### config.mk
export PLATFORM = sky130hd
export DESIGN_NAME = gmii_rx_framer
export DESIGN_NICKNAME = d
export VERILOG_FILES = /design/src/rtl/rx_framer_pkg.sv /design/src/rtl/rx_byte_delay_line.sv /design/src/rtl/gmii_rx_framer.sv
export SDC_FILE = /design/constraint.sdc
export NUM_CORES = 1
export LEC_CHECK = 0
export BUFFER_PORTS_ARGS = -buffer_cell sky130_fd_sc_hd__buf_4
export CAP_MARGIN = 25
export CORE_MARGIN = 1
export CORE_UTILIZATION = 45
export DETAILED_ROUTE_END_ITERATION = 10
export PLACE_DENSITY = 0.69
export SLEW_MARGIN = 10
export SYNTH_ARGS = -nofsm -noshare
export SYNTH_HDL_FRONTEND = slang
export SYNTH_HIERARCHICAL = 1
export SYNTH_SLANG_ARGS = --single-unit
### constraint.sdc
create_clock -name clk -period 2.21 [get_ports clk]
set_input_delay 0.1105 -clock clk [delete_from_list [all_inputs] [get_ports clk]]
set_output_delay 0.1105 -clock clk [all_outputs]
set_load 0.02 [all_outputs]
### src/rtl/rx_framer_pkg.sv
`default_nettype none
// ============================================================================
// rx_framer_pkg : shared constants and types for the GMII receive framer
// Rev 1.0
// ============================================================================
package rx_framer_pkg;

    localparam logic [7:0] PREAMBLE_BYTE         = 8'h55;
    localparam logic [7:0] SFD_BYTE              = 8'hD5;
    localparam int         DEFAULT_MIN_FRAME_LEN = 64;
    localparam int         DEFAULT_MAX_FRAME_LEN = 1518;
    localparam int         DELAY_DEPTH           = 4;

    typedef enum logic [2:0] {
        ST_IDLE     = 3'd0,
        ST_PREAMBLE = 3'd1,
        ST_FRAME    = 3'd2,
        ST_FLUSH    = 3'd3,
        ST_DROP     = 3'd4
    } framer_state_t;

    typedef struct packed {
        logic [7:0] data;
        logic       valid;
    } dl_entry_t;

endpackage
`default_nettype wire

### src/rtl/rx_byte_delay_line.sv
`default_nettype none
// ============================================================================
// rx_byte_delay_line : 4-deep {byte, valid} shift register holding the FCS
// Rev 1.0
// ============================================================================
module rx_byte_delay_line
    import rx_framer_pkg::*;
(
    input  logic       clk,
    input  logic       reset,
    input  logic       clear,
    input  logic       shift_en,
    input  logic [7:0] byte_in,
    input  logic       valid_in,
    output logic [7:0] oldest_byte,
    output logic       oldest_valid
);

    dl_entry_t [DELAY_DEPTH-1:0] entries_q;
    dl_entry_t [DELAY_DEPTH-1:0] entries_d;
    dl_entry_t                   new_entry;

    always_comb begin
        new_entry.data  = valid_in ? byte_in : 8'h00;
        new_entry.valid = valid_in;
        entries_d       = entries_q;
        if (clear) begin
            entries_d = '0;
        end else if (shift_en) begin
            entries_d = {entries_q[DELAY_DEPTH-2:0], new_entry};
        end
    end

    always_ff @(posedge clk or posedge reset) begin
        if (reset) begin
            entries_q <= '0;
        end else begin
            entries_q <= entries_d;
        end
    end

    assign oldest_byte  = entries_q[DELAY_DEPTH-1].data;
    assign oldest_valid = entries_q[DELAY_DEPTH-1].valid;

endmodule
`default_nettype wire

### src/rtl/gmii_rx_framer.sv
`default_nettype none
// ============================================================================
// gmii_rx_framer : strips preamble/SFD, delays frame 4 bytes to mark the FCS
// Rev 1.0
// ============================================================================
module gmii_rx_framer
    import rx_framer_pkg::*;
#(
    parameter int MIN_FRAME_LEN = DEFAULT_MIN_FRAME_LEN,
    parameter int MAX_FRAME_LEN = DEFAULT_MAX_FRAME_LEN,
    parameter int LEN_W         = 11
) (
    input  logic             clk,
    input  logic             reset,
    input  logic             rx_dv,
    input  logic             rx_er,
    input  logic [7:0]       rx_data,
    output logic [7:0]       data_out,
    output logic             data_valid,
    output logic             start_of_frame,
    output logic             end_of_frame,
    output logic             frame_done,
    output logic [LEN_W-1:0] frame_len,
    output logic             frame_error
);

    localparam logic [LEN_W-1:0] MIN_LEN = LEN_W'(MIN_FRAME_LEN);
    localparam logic [LEN_W-1:0] MAX_LEN = LEN_W'(MAX_FRAME_LEN);
    localparam logic [LEN_W-1:0] SOF_LEN = LEN_W'(DELAY_DEPTH);

    framer_state_t    state_q, state_d;
    logic [LEN_W-1:0] len_q, len_d;
    logic             er_seen_q, er_seen_d;
    logic [1:0]       flush_cnt_q, flush_cnt_d;
    logic [7:0]       data_out_q, data_out_d;
    logic             data_valid_q, data_valid_d;
    logic             sof_q, sof_d;
    logic             eof_q, eof_d;
    logic             frame_done_q, frame_done_d;
    logic [LEN_W-1:0] frame_len_q, frame_len_d;
    logic             frame_error_q, frame_error_d;

    logic             dl_clear, dl_shift, dl_valid_in;
    logic [7:0]       dl_oldest_byte;
    logic             dl_oldest_valid;
    logic             sfd_start;

    rx_byte_delay_line u_delay (
        .clk          (clk),
        .reset        (reset),
        .clear        (dl_clear),
        .shift_en     (dl_shift),
        .byte_in      (rx_data),
        .valid_in     (dl_valid_in),
        .oldest_byte  (dl_oldest_byte),
        .oldest_valid (dl_oldest_valid)
    );

    function automatic logic frame_bad(input logic [LEN_W-1:0] len, input logic er);
        return (len < MIN_LEN) || (len > MAX_LEN) || er;
    endfunction

    assign sfd_start = rx_dv && (rx_data == SFD_BYTE) &&
                       ((state_q == ST_IDLE) || (state_q == ST_PREAMBLE));

    always_comb begin
        state_d       = state_q;
        len_d         = len_q;
        er_seen_d     = er_seen_q;
        flush_cnt_d   = flush_cnt_q;
        data_out_d    = 8'h00;
        data_valid_d  = 1'b0;
        sof_d         = 1'b0;
        eof_d         = 1'b0;
        frame_done_d  = 1'b0;
        frame_len_d   = frame_len_q;
        frame_error_d = frame_error_q;
        dl_clear      = 1'b0;
        dl_shift      = 1'b0;
        dl_valid_in   = 1'b0;

        case (state_q)
            ST_IDLE: begin
                if (rx_dv) begin
                    if (rx_data == PREAMBLE_BYTE)  state_d = ST_PREAMBLE;
                    else if (rx_data != SFD_BYTE)  state_d = ST_DROP;
                end
            end
            ST_PREAMBLE: begin
                if (!rx_dv)                                          state_d = ST_IDLE;
                else if (rx_data != PREAMBLE_BYTE && !sfd_start)     state_d = ST_DROP;
            end
            ST_FRAME: begin
                er_seen_d = er_seen_q | rx_er;
                if (rx_dv) begin
                    dl_shift     = 1'b1;
                    dl_valid_in  = 1'b1;
                    if (len_q != '1) len_d = len_q + 1'b1;
                    data_valid_d = dl_oldest_valid;
                    data_out_d   = dl_oldest_byte;
                    sof_d        = dl_oldest_valid && (len_q == SOF_LEN);
                end else if (len_q > SOF_LEN) begin
                    // Oldest held byte is the first FCS byte; keep cadence into FLUSH
                    dl_shift     = 1'b1;
                    data_valid_d = 1'b1;
                    data_out_d   = dl_oldest_byte;
                    eof_d        = 1'b1;
                    flush_cnt_d  = 2'd0;
                    state_d      = ST_FLUSH;
                end else begin
                    frame_done_d  = 1'b1;
                    frame_len_d   = len_q;
                    frame_error_d = frame_bad(len_q, er_seen_d);
                    state_d       = ST_IDLE;
                end
            end
            ST_FLUSH: begin
                if (flush_cnt_q == 2'd3) begin
                    frame_done_d  = 1'b1;
                    frame_len_d   = len_q;
                    frame_error_d = frame_bad(len_q, er_seen_q);
                    state_d       = rx_dv ? ST_DROP : ST_IDLE;
                end else begin
                    dl_shift     = 1'b1;
                    data_valid_d = dl_oldest_valid;
                    data_out_d   = dl_oldest_byte;
                    flush_cnt_d  = flush_cnt_q + 2'd1;
                end
            end
            ST_DROP: begin
                if (!rx_dv) state_d = ST_IDLE;
            end
            default: state_d = ST_IDLE;
        endcase

        if (sfd_start) begin
            state_d   = ST_FRAME;
            len_d     = '0;
            er_seen_d = 1'b0;
            dl_clear  = 1'b1;
        end
    end

    always_ff @(posedge clk or posedge reset) begin
        if (reset) begin
            state_q       <= ST_IDLE;
            len_q         <= '0;
            er_seen_q     <= 1'b0;
            flush_cnt_q   <= 2'd0;
            data_out_q    <= 8'h00;
            data_valid_q  <= 1'b0;
            sof_q         <= 1'b0;
            eof_q         <= 1'b0;
            frame_done_q  <= 1'b0;
            frame_len_q   <= '0;
            frame_error_q <= 1'b0;
        end else begin
            state_q       <= state_d;
            len_q         <= len_d;
            er_seen_q     <= er_seen_d;
            flush_cnt_q   <= flush_cnt_d;
            data_out_q    <= data_out_d;
            data_valid_q  <= data_valid_d;
            sof_q         <= sof_d;
            eof_q         <= eof_d;
            frame_done_q  <= frame_done_d;
            frame_len_q   <= frame_len_d;
            frame_error_q <= frame_error_d;
        end
    end

    assign data_out       = data_out_q;
    assign data_valid     = data_valid_q;
    assign start_of_frame = sof_q;
    assign end_of_frame   = eof_q;
    assign frame_done     = frame_done_q;
    assign frame_len      = frame_len_q;
    assign frame_error    = frame_error_q;

endmodule
`default_nettype wire
==> results.cfg <==
[run_status]
status = finished, final reports clean

[layout]
areaGrowthSynthToFinish_pct = 22.2
most-common-layout-cells = 77 x dfrtp_1, 62 x buf_4, 42 x nor2_1, 29 x mux2i_1, 16 x nand2_1
fill_cells = 657
most_common_library_cell_in_the_layout_ignoring_fill_and_taps = dfrtp_1
final_util_pct = 56.7
diodes = 0
drive_gt1_share_pct = 29.5
nNetsFinal = 386

[run]
max_capacitance_violation_total = 0

[worst_setup_path]
cp.arrival_ns = 2.40
worstSetupStartpointType = flop
worst-setup-path-type = flop to flop
slowest_stage = or4_4
worst_ep_required_time_ns = 2.44
critical_path_end_type = flop
worstPathCellList = or4_4 > nor3_4 > and2b_2 > nor2_4 > inv_4 > buf_12 > mux2i_1 > nor2_1
critical_path_peak_fanout = 15
crit_path_max_incr_delay_ns = 0.58

[timing]
final.min_clock_period_ns = 2.17
finalCritPeriodShare_pct = 98.2
finalHoldViolations = 0
setup_violations = 0
slew-limit-headroom_pct = 65.8
tightestPinTransition_ns = 0.513
fmaxAchievable_mhz = 461
finalMaxSlewViolations = 0
final.setup.worst_slack_ns = 0.0396
timing.clock.skew_ns = 0.00809
unrepaired_setup_endpoints_after_global_routing = yes

[synth]
synthDistinctLibCells = 49
synth-seq-cells = 77
synth_area_per_cell_um2 = 11.3
synthFlopType = dfrtp_1
synth_cells = 318
async_flop_share_pct = 100
postSynthNetCount = 333
ys_seq_area_share_pct = 53.8
synthesis.area_um2 = 3580
synth-warning-count = 6
synth_enable_flop_cells = 0

[power]
power.clock.fraction_pct = 42.8
intPower_uw = 2310
power.combinational.fraction_pct = 9.1
switchingPower_uw = 719
leakagePower_uw = 0.00212
power.density_nw_per_um2 = 692
worst_ir_drop_vdd_v = 0.000366
seqPwrFrac_pct = 48.2
switching_share_pct = 23.7

[cts]
cts_sinks = 77
cts_buffers = 9
tritoncts = done
level_count_of_the_clock_h_tree = 3
clockBufferDepth = 2
cts_root_buf = clkbuf_8
worst_skew_pair.late_latency_ns = 0.35
clkTransAtPathRegs_ns = 0.08

[grt]
antenna_found_initial = 0
grt_start_max_net_pins = 42
global_route.overflow_total = 0
global_route_wire_length_before_repair_um = 11900
grt.met2_usage_pct = 27.0
use_met3_pct = 5.36
first_global_vias = 2408
met1_demand_to_capacity_share_in_global_routing_pct = 26.6
grt.busiest_layer = met2
grtUsageTotal_pct = 18.7

[floorplanning]
core_area_um2 = 7730
num_io_pins = 36
initial_utilization_pct = 46.4
die_area_um2 = 8320
fp-row-count = 32
die_x_um = 91.2
die_height_um = 91.2

[detailed_routing]
remaining_drc_errors = 0
count_of_tritonroute_iterations_in_the_first_routing_pass = 4
route.vias.total = 2470
detailedRoute.firstIterationViolations = 120
detail-route-antenna-nets = 0
routedWlPerCell_um = 14.6
vias_per_cell = 5.17
finalWirelength_um = 6980

[placed_design]
place.detailed.hpwl_um = 4460
globalplace.congestion = 0.836
count_of_buffers_inserted_at_the_top_level_ports = 35
dp_slack_ns = 0.0628

[hold_path]
hp-class = input port to flop
-- area by class of cell --
cell class                 instances  area, um^2  area share [%]
clock buffer                       9         124            2.83
clock inverter                     7         121            2.77
inverter                           9        36.3           0.829
multi-input combinational        207        1480            33.8
sequential                        77        1930            44.0
tap                              102         128            2.92
timing repair buffer              67         561            12.8
-- critical path, delay by kind of cell, from the launching register on --
kind / cells / cell delay (ns)
simple gates: 5 / 1.25
flops: 1 / 0.40
buf+inv: 2 / 0.23
mux: 1 / 0.17
-- per-layer routing --
metal	wire, um	up-vias
met5	0	-
met4	124	0
met3	301	10
met2	3190	55
met1	3370	1207
li1	-	1198
-- cells in the mapped netlist (3+ instances only) --
library cell  number  area share [%]
a211oi_1           3            0.63
a21oi_1           13             1.8
and4_1             4            0.98
buf_2              4            0.56
buf_4              9             1.9
buf_6              3            0.94
buf_8              3             1.3
clkbuf_1           6            0.63
dfrtp_1           77              54
ha_1               3             1.0
inv_1              9            0.94
mux2_2             3            0.94
mux2_4             9             3.8
mux2i_1           30             8.4
nand2_1           16             1.7
nand2b_1          11             1.9
nand3_1           13             1.8
nand4_1            3            0.52
nor2_1            42             4.4
nor2b_1           10             1.7
nor3_1             5            0.70
nor4_1             4            0.70
o21ai_0            3            0.42
xnor2_1            3            0.73
-- sequential cells by signal, indices dropped and copies added (netlist names) --
| register | count |
|---|---|
| data_valid | 1 |
| data_out | 8 |
| er_seen_q | 1 |
| u_delay/oldest_valid | 1 |
| flush_cnt_q | 2 |
| start_of_frame | 1 |
| u_delay/oldest_byte | 8 |
| frame_len | 11 |
| frame_error | 1 |
| u_delay/entries_q | 27 |
| state_q | 3 |
| len_q | 11 |
| end_of_frame | 1 |
| frame_done | 1 |
-- stage by stage --
stage | area, um^2 | hold slack, ns | cells | total power [uW] | setup TNS (ns)
final | 4380 | 0.0300 | 478 | 3030 | 0
after global routing | 4380 | 0.0208 | 478 | 3160 | -0.922
after CTS | 4280 | 0.0177 | 471 | 3060 | 0
after detailed placement | 4020 | 0.262 | 454 | 1760 | 0
after global placement | 4020 | 0.260 | 454 | 1750 | 0
after floorplan | 3600 | 0.211 | 318 | 1650 | -0.478
-- power by group through the flow --
| stage | Combinational (uW) | Sequential [uW] | Clock [uW] |
|---|---|---|---|
| 5_1_grt | 309 | 1470 | 1390 |
| 4_1_cts | 275 | 1460 | 1320 |
| 3_3_place_gp | 261 | 1490 | 0 |
| 3_5_place_dp | 272 | 1490 | 0 |
| 2_1_floorplan | 155 | 1490 | 0 |
| 6_report | 274 | 1460 | 1300 |
-- cell families (layout without fill, tap and decap cells) --
family	Yosys count	after routing	synth area share (%)
simple gates	131	131	20.2
flops	77	77	53.8
mux	42	42	13.1
buf+inv	34	92	6.22
compound gates	27	27	4.68
xor+xnor	4	4	0.978
fa+ha+maj	3	3	1.05
-- final timing paths --
| check | endpoint | startpoint | cells after the start | slack [ns] |
|---|---|---|---|---|
| setup / recovery | u_delay/entries_q[19]$_DFFE_PP0P_ | len_q[9]$_DFFE_PP0P_ | 8 | 0.04 |
| hold / removal | u_delay/entries_q[5]$_DFFE_PP0P_ | rx_data[4] | 3 | 0.03 |
| setup reg to reg | u_delay/entries_q[19]$_DFFE_PP0P_ | len_q[9]$_DFFE_PP0P_ | 8 | 0.04 |
| hold reg to reg | data_out[1]$_DFF_PP0_ | u_delay/oldest_byte[1]$_DFFE_PP0P_ | 1 | 0.50 |
| max in group asynchronous | state_q[2]$_DFFE_PP0P_ | reset | 4 | 1.40 |
| min in group asynchronous | u_delay/oldest_byte[0]$_DFFE_PP0P_ | reset | 4 | 0.43 |
-- timing repair --
item	CTS	global route
setup endpoints to repair	0	48
resized for setup	0	4
hold buffers	1	0
buffers inserted	0	6
endpoints found under the hold margin	77	0
Power figures use the tool's default switching activity.
